File: src/rtl/opl_pg_multislot.sv
`default_nettype none
// ============================================================================
// Module   : opl_pg_multislot
// Brief    : Time-multiplexed per-slot phase generator. A 3-stage pipeline
//            turns F-number/block/MUL/vibrato into a phase increment and
//            accumulates it into a counter-addressed slot store. The block
//            keeps its own slot counter, re-synced by i_SLOT_START.
// Revision : 1.0 - initial release
// ============================================================================
module opl_pg_multislot #(
    parameter int NUM_SLOTS = 18,
    parameter int FNUM_W    = 9,
    parameter int PHASE_W   = 19,
    parameter int OUT_W     = 10
) (
    input  logic                         i_EMUCLK,
    input  logic                         i_IC,
    input  logic                         i_CEN_n,
    input  logic                         i_SLOT_START,
    input  logic [FNUM_W-1:0]            i_FNUM,
    input  logic [2:0]                   i_BLOCK,
    input  logic [3:0]                   i_MUL,
    input  logic                         i_PM,
    input  logic [2:0]                   i_PMVAL,
    input  logic                         i_PHASE_RST,
    input  logic                         i_FREEZE,
    output logic [$clog2(NUM_SLOTS)-1:0] o_SLOT,
    output logic [OUT_W-1:0]             o_OP_PHASE,
    output logic                         o_PHASE_VALID,
    output logic                         o_WRAP
);

    localparam int SLOT_W = $clog2(NUM_SLOTS);
    // Signed width of 2*FNUM + pm
    localparam int M_W    = FNUM_W + 2;
    // Width of (m << 7) >> 1 for a non-negative m of FNUM_W+1 bits
    localparam int D_W    = FNUM_W + 7;
    // Product must hold d*30 and also reach bit PHASE_W for the >>1 slice
    localparam int PR_W   = (D_W + 5 > PHASE_W + 1) ? (D_W + 5) : (PHASE_W + 1);
    localparam logic [SLOT_W-1:0] c_LAST_SLOT = SLOT_W'(NUM_SLOTS - 1);

    logic                    w_en;
    assign w_en = ~i_CEN_n;

    // ---------------- slot counter ----------------
    logic [SLOT_W-1:0] cnt_q, cnt_d, w_slot;

    // Frame start forces slot 0; the counter then continues from there
    always_comb begin
        w_slot = i_SLOT_START ? '0 : cnt_q;
        cnt_d  = (w_slot == c_LAST_SLOT) ? '0 : w_slot + SLOT_W'(1);
    end

    // ---------------- stage 1: vibrato-adjusted, block-shifted F-number ----
    logic [2:0]            w_t;
    logic [2:0]            w_pm_mag;
    logic signed [M_W-1:0] w_pm;
    logic signed [M_W-1:0] w_m;
    logic [M_W-2:0]        w_m_pos;
    logic [D_W:0]          w_shl;
    logic [D_W-1:0]        w_d;

    // Vibrato offset from the top F-number bits, then clamp and octave shift
    always_comb begin
        w_t      = i_FNUM[FNUM_W-1 -: 3];
        w_pm_mag = 3'd0;
        if (i_PM && (i_PMVAL[1:0] != 2'd0)) begin
            w_pm_mag = (i_PMVAL[1:0] == 2'd2) ? w_t : (w_t >> 1);
        end
        w_pm = {{(M_W-3){1'b0}}, w_pm_mag};
        if (i_PM && i_PMVAL[2]) begin
            w_pm = -w_pm;
        end
        // Signed sum wraps in M_W bits; anything that reads negative clamps to 0
        w_m     = $signed({1'b0, i_FNUM, 1'b0}) + w_pm;
        w_m_pos = w_m[M_W-1] ? '0 : w_m[M_W-2:0];
        w_shl   = {7'd0, w_m_pos} << i_BLOCK;
        w_d     = w_shl[D_W:1];
    end

    logic                    s1_valid_q;
    logic [SLOT_W-1:0]       s1_slot_q;
    logic [D_W-1:0]          s1_d_q;
    logic [3:0]              s1_mul_q;
    logic                    s1_rst_q, s1_frz_q;

    // ---------------- stage 2: MUL factor ----------------
    logic [4:0]              w_f;
    logic [PR_W-1:0]         w_prod;
    logic [PHASE_W-1:0]      w_delta;

    // OPL multiplier table is stored doubled so x0.5 stays an integer
    always_comb begin
        case (s1_mul_q)
            4'd0:    w_f = 5'd1;
            4'd1:    w_f = 5'd2;
            4'd2:    w_f = 5'd4;
            4'd3:    w_f = 5'd6;
            4'd4:    w_f = 5'd8;
            4'd5:    w_f = 5'd10;
            4'd6:    w_f = 5'd12;
            4'd7:    w_f = 5'd14;
            4'd8:    w_f = 5'd16;
            4'd9:    w_f = 5'd18;
            4'd10:   w_f = 5'd20;
            4'd11:   w_f = 5'd20;
            4'd12:   w_f = 5'd24;
            4'd13:   w_f = 5'd24;
            default: w_f = 5'd30;
        endcase
        w_prod  = PR_W'(s1_d_q) * PR_W'(w_f);
        w_delta = w_prod[PHASE_W:1];
    end

    logic                    s2_valid_q;
    logic [SLOT_W-1:0]       s2_slot_q;
    logic [PHASE_W-1:0]      s2_delta_q;
    logic                    s2_rst_q, s2_frz_q;

    // ---------------- stage 3: accumulate into slot store ----------------
    logic [PHASE_W-1:0]      store_q [NUM_SLOTS];
    logic [PHASE_W-1:0]      w_p;
    logic [PHASE_W:0]        w_sum;
    logic [PHASE_W-1:0]      w_next;
    logic                    w_wrap;

    // Key-on reset beats freeze; wrap is only reported for a real accumulate
    always_comb begin
        w_p   = store_q[s2_slot_q];
        w_sum = {1'b0, w_p} + {1'b0, s2_delta_q};
        if (s2_rst_q) begin
            w_next = s2_delta_q;
            w_wrap = 1'b0;
        end else if (s2_frz_q) begin
            w_next = w_p;
            w_wrap = 1'b0;
        end else begin
            w_next = w_sum[PHASE_W-1:0];
            w_wrap = w_sum[PHASE_W];
        end
    end

    // Pipeline, slot counter, store and output registers
    always_ff @(posedge i_EMUCLK) begin
        if (i_IC) begin
            cnt_q         <= '0;
            s1_valid_q    <= 1'b0;
            s1_slot_q     <= '0;
            s1_d_q        <= '0;
            s1_mul_q      <= '0;
            s1_rst_q      <= 1'b0;
            s1_frz_q      <= 1'b0;
            s2_valid_q    <= 1'b0;
            s2_slot_q     <= '0;
            s2_delta_q    <= '0;
            s2_rst_q      <= 1'b0;
            s2_frz_q      <= 1'b0;
            o_SLOT        <= '0;
            o_OP_PHASE    <= '0;
            o_PHASE_VALID <= 1'b0;
            o_WRAP        <= 1'b0;
            for (int i = 0; i < NUM_SLOTS; i++) begin
                store_q[i] <= '0;
            end
        end else if (w_en) begin
            cnt_q         <= cnt_d;
            s1_valid_q    <= 1'b1;
            s1_slot_q     <= w_slot;
            s1_d_q        <= w_d;
            s1_mul_q      <= i_MUL;
            s1_rst_q      <= i_PHASE_RST;
            s1_frz_q      <= i_FREEZE;
            s2_valid_q    <= s1_valid_q;
            s2_slot_q     <= s1_slot_q;
            s2_delta_q    <= w_delta;
            s2_rst_q      <= s1_rst_q;
            s2_frz_q      <= s1_frz_q;
            o_PHASE_VALID <= s2_valid_q;
            if (s2_valid_q) begin
                store_q[s2_slot_q] <= w_next;
                o_SLOT             <= s2_slot_q;
                o_OP_PHASE         <= w_next[PHASE_W-1 -: OUT_W];
                o_WRAP             <= w_wrap;
            end else begin
                o_SLOT             <= '0;
                o_OP_PHASE         <= '0;
                o_WRAP             <= 1'b0;
            end
        end
    end

endmodule
`default_nettype wire

File: config.mk
export PLATFORM = sky130hd
export DESIGN_NAME = opl_pg_multislot
export DESIGN_NICKNAME = d
export VERILOG_FILES = /design/src/rtl/opl_pg_multislot.sv
export SDC_FILE = /design/constraint.sdc
export NUM_CORES = 1
export LEC_CHECK = 0
export CORE_MARGIN = 3
export CORE_UTILIZATION = 50
export DETAILED_ROUTE_END_ITERATION = 10
export PLACE_DENSITY = 0.64
export SLEW_MARGIN = 20
export SYNTH_ARGS = -nofsm -noshare
export SYNTH_HDL_FRONTEND = slang
export SYNTH_SLANG_ARGS = --single-unit
export TNS_END_PERCENT = 30
File: constraint.sdc
create_clock -name i_EMUCLK -period 6.45 [get_ports i_EMUCLK]
set_clock_uncertainty 0.2 [all_clocks]
set_input_delay 1.29 -clock i_EMUCLK [delete_from_list [all_inputs] [get_ports i_EMUCLK]]
set_output_delay 1.29 -clock i_EMUCLK [all_outputs]
set_load 0.01 [all_outputs]
==> flow_metrics.tcl <==
set metrics [dict create \
    antenna_found_initial 3 \
    power_density_mw_per_mm2 270 \
    min_period_ns 5.84 \
    gp_routability_congestion 0.882 \
    cts_tree "done" \
    synth.lib_cells_used.distinct 85 \
    number_of_nets_in_the_finished_design 2458 \
    wirelength_um 83800 \
    clock_h_tree_levels 3 \
    nFillCells 5159 \
    syn_area_mm2 0.0328 \
    post_route_cells_drive_above_1_share 0.198 \
    vias_in_the_first_global_route 19800 \
    clkSinkCount 695 \
    critPathMaxFanout 40 \
    nets_in_the_synthesized_netlist 2415 \
    worst-r2r-cell-count 13 \
    drv_slew 0 \
    hold_buffers 0 \
    drtIter0Drc 2103 \
    cts_made_buffers 73 \
    synth.ff_latch_count 695 \
    vdd_ir_drop_max_uv 219 \
    layout_commonest_cell "sky130_fd_sc_hd__edfxtp_1" \
    routed_via_density 6.04 \
    cts-resized-gates 0 \
    drt_drc_violations_left 0 \
    root_buffer "sky130_fd_sc_hd__clkbuf_16" \
    synthArstFlopShare 0 \
    setup_buffers_after_cts 0 \
    largest_net_degree_at_the_start_of_global_routing 55 \
    end_kind "flip-flop" \
    worst_slew_margin_relative_to_its_limit 0.255 \
    synthesis.yosys.warnings 0 \
    fp.dieW_um 262 \
    arrival_ns 5.91 \
    dr_total_vias 19600 \
    core-area_mm2 0.0647 \
    worstSkewPairLatency_ns 0.62 \
    grt_pass1_wl_um 126000 \
    timing.rr.end "store_q[27][12]" \
    holdCritPathClass "reg2reg" \
    drt_first_pass_iters 5 \
    dp.final_hpwl_um 52800 \
    seqCellArea_mm2 0.0200 \
    fp.dieH_um 262 \
    critical_path.endpoint "store_q[27][12]" \
    finalCritPeriodShare 0.905 \
    sum_of_internal_switching_and_leakage_power_w 0.00986 \
    unrepaired_setup_endpoints_after_global_routing "false" \
    timing.setup.tns_ns 0 \
    count_of_final_hold_check_violations 0 \
    grt_overflow_total 0 \
    synth_edf_count 608 \
    rows 93 \
    syn_avg_cell_area_um2 14.3 \
    routed_wire_length_per_instance_um 25.8 \
    dieArea_mm2 0.0687 \
    port_buffers 42 \
    clk_path_buf_depth 3 \
    critPathLaunchType "flip-flop" \
    area_delta_synth_final_pct 11.7 \
    status "complete, no violations" \
    tightest_slew_ns 1.11 \
    setup_violations 0 \
    maxClockFrequency_mhz 171 \
    worst-setup-path-type "reg2reg" \
    layout_common_cells "sky130_fd_sc_hd__edfxtp_1, sky130_fd_sc_hd__nor2_1, sky130_fd_sc_hd__mux4_2" \
    gr-usage-all-layers 0.250 \
    sequential_cell_area_fraction_in_the_yosys_report 0.610 \
    p_leak_nw 13.0 \
    multi_input_area_mm2 0.0116 \
    start_util 0.507 \
    drv_cap 0 \
    syn-instance-count 2290 \
    floorplan.io_pins 43 \
    clkSlewWorstSetupHoldPaths_ns 0.06 \
    timing.reg2reg.setup_slack_ns 0.61 \
    drt.antenna.violating_nets 0 \
    ys_dominant_reg_cell "sky130_fd_sc_hd__edfxtp_1" \
    crit_path_required_time_ns 6.52 \
]
[metrics by stage]
stage                util  std cells  setup WS, ns  instance area [um^2]  hold WS, ns
floorplan               -       2290          1.04                 32800        0.227
global placement    0.527       3113         0.770                 34100        0.229
detailed placement  0.527       3113         0.651                 34100        0.238
CTS                 0.565       3248         0.583                 36600        0.248
global route        0.566       3248         0.365                 36600        0.269
finish              0.566       3249         0.613                 36600        0.243
[power breakdown]
| part | switching, W | internal, W | leakage [nW] |
|---|---|---|---|
| Clock | 0.00173 | 0.00262 | 1.23 |
| Combinational | 0.000322 | 0.000191 | 4.83 |
| Sequential | 0.0000549 | 0.00495 | 6.94 |
[Yosys cell counts (7+ instances only)]
| library cell | number | share of area |
|---|---|---|
| sky130_fd_sc_hd__edfxtp_1 | 608 | 0.56 |
| sky130_fd_sc_hd__nor2_1 | 409 | 0.047 |
| sky130_fd_sc_hd__mux4_2 | 185 | 0.13 |
| sky130_fd_sc_hd__nand2_1 | 159 | 0.018 |
| sky130_fd_sc_hd__dfxtp_1 | 87 | 0.053 |
| sky130_fd_sc_hd__inv_1 | 85 | 0.0097 |
| sky130_fd_sc_hd__clkbuf_1 | 72 | 0.0082 |
| sky130_fd_sc_hd__and2_1 | 56 | 0.011 |
| sky130_fd_sc_hd__ha_1 | 56 | 0.021 |
| sky130_fd_sc_hd__a21oi_1 | 51 | 0.0078 |
| sky130_fd_sc_hd__o21ai_0 | 51 | 0.0078 |
| sky130_fd_sc_hd__fa_1 | 43 | 0.026 |
| sky130_fd_sc_hd__buf_2 | 27 | 0.0041 |
| sky130_fd_sc_hd__mux2i_1 | 24 | 0.0073 |
| sky130_fd_sc_hd__nor3_1 | 24 | 0.0037 |
| sky130_fd_sc_hd__nand3_1 | 23 | 0.0035 |
| sky130_fd_sc_hd__mux2_2 | 19 | 0.0065 |
| sky130_fd_sc_hd__nor2_2 | 18 | 0.0034 |
| sky130_fd_sc_hd__xnor2_1 | 18 | 0.0048 |
| sky130_fd_sc_hd__xor2_1 | 18 | 0.0048 |
| sky130_fd_sc_hd__buf_4 | 17 | 0.0039 |
| sky130_fd_sc_hd__a211oi_1 | 14 | 0.0032 |
| sky130_fd_sc_hd__nand2b_1 | 13 | 0.0025 |
| sky130_fd_sc_hd__a21o_1 | 12 | 0.0027 |
| sky130_fd_sc_hd__buf_6 | 11 | 0.0038 |
| sky130_fd_sc_hd__o21a_1 | 11 | 0.0025 |
| sky130_fd_sc_hd__o211ai_1 | 10 | 0.0023 |
| sky130_fd_sc_hd__buf_1 | 8 | 0.00092 |
| sky130_fd_sc_hd__nor4_1 | 8 | 0.0015 |
| sky130_fd_sc_hd__and3_1 | 7 | 0.0013 |
| sky130_fd_sc_hd__buf_8 | 7 | 0.0032 |
| sky130_fd_sc_hd__dlygate4sd3_1 | 7 | 0.0021 |
| sky130_fd_sc_hd__o211ai_2 | 7 | 0.0027 |
| sky130_fd_sc_hd__o31ai_1 | 7 | 0.0016 |
[layer usage]
layer / part of all wire / wire, um / global-route usage
met1: 0.40 / 33400 / 0.339
met2: 0.48 / 40500 / 0.406
met3: 0.079 / 6600 / 0.0431
met4: 0.038 / 3210 / 0.103
met5: 0 / 0 / 0
[how the worst min path moves through the flow]
stage | end | cells after the start | from
finish | o_OP_PHASE[5] | 2 | o_OP_PHASE[5]
global route | o_OP_PHASE[6] | 2 | o_OP_PHASE[6]
CTS | o_OP_PHASE[6] | 2 | o_OP_PHASE[6]
detailed placement | o_OP_PHASE[6] | 2 | o_OP_PHASE[6]
global placement | o_OP_PHASE[5] | 2 | o_OP_PHASE[5]
floorplan | s1_valid_q | 1 | s1_valid_q
[cell type report]
| type | count | area share |
|---|---|---|
| diodes | 1 | 0.0000684 |
| clock buffers | 98 | 0.0565 |
| clock inverters | 37 | 0.0114 |
| inverters | 91 | 0.00933 |
| multi-input cells | 1351 | 0.318 |
| flip-flops and latches | 695 | 0.547 |
| well taps | 855 | 0.0292 |
| repair buffers | 121 | 0.0288 |
[flip-flops by register name, indices dropped and copies added, names as in the netlist, named ones only]
register       flops
s1_rst_q           1
s1_valid_q         1
s1_frz_q           1
cnt_q              5
s2_frz_q           1
store_q          608
o_SLOT             5
s1_d_q            16
s2_valid_q         1
w_f                5
s2_slot_q          5
o_PHASE_VALID      1
o_OP_PHASE        10
o_WRAP             1
s2_rst_q           1
s2_delta_q        19
s1_mul_q           4
s1_slot_q          5
[critical path, stage by stage (launching register included)]
cell and delay, ns:
sky130_fd_sc_hd__dfxtp_4 0.68, sky130_fd_sc_hd__buf_12 0.37, sky130_fd_sc_hd__mux4_2 0.55, sky130_fd_sc_hd__mux4_2 0.54, sky130_fd_sc_hd__mux2_2 0.33, sky130_fd_sc_hd__fa_1 0.42, sky130_fd_sc_hd__a21oi_1 0.26, sky130_fd_sc_hd__o21ba_2 0.20
sky130_fd_sc_hd__nand3_1 0.15, sky130_fd_sc_hd__a2111o_1 0.45, sky130_fd_sc_hd__a2111o_1 0.38, sky130_fd_sc_hd__o2111ai_1 0.19, sky130_fd_sc_hd__or2_2 0.44, sky130_fd_sc_hd__inv_1 0.30
[cells by family (layout without fill, tap and decap cells)]
| group | after synthesis | count (layout) | share of synthesized area |
|---|---|---|---|
| mux | 234 | 234 | 0.146 |
| flops | 695 | 695 | 0.610 |
| compound gates | 235 | 235 | 0.0508 |
| buf+inv | 244 | 347 | 0.0375 |
| other cells | 0 | 1 | 0 |
| simple gates | 746 | 746 | 0.0981 |
| xor+xnor | 36 | 36 | 0.00962 |
| fa+ha+maj | 100 | 100 | 0.0480 |
Note: power is estimated with default switching activity, not from simulation.
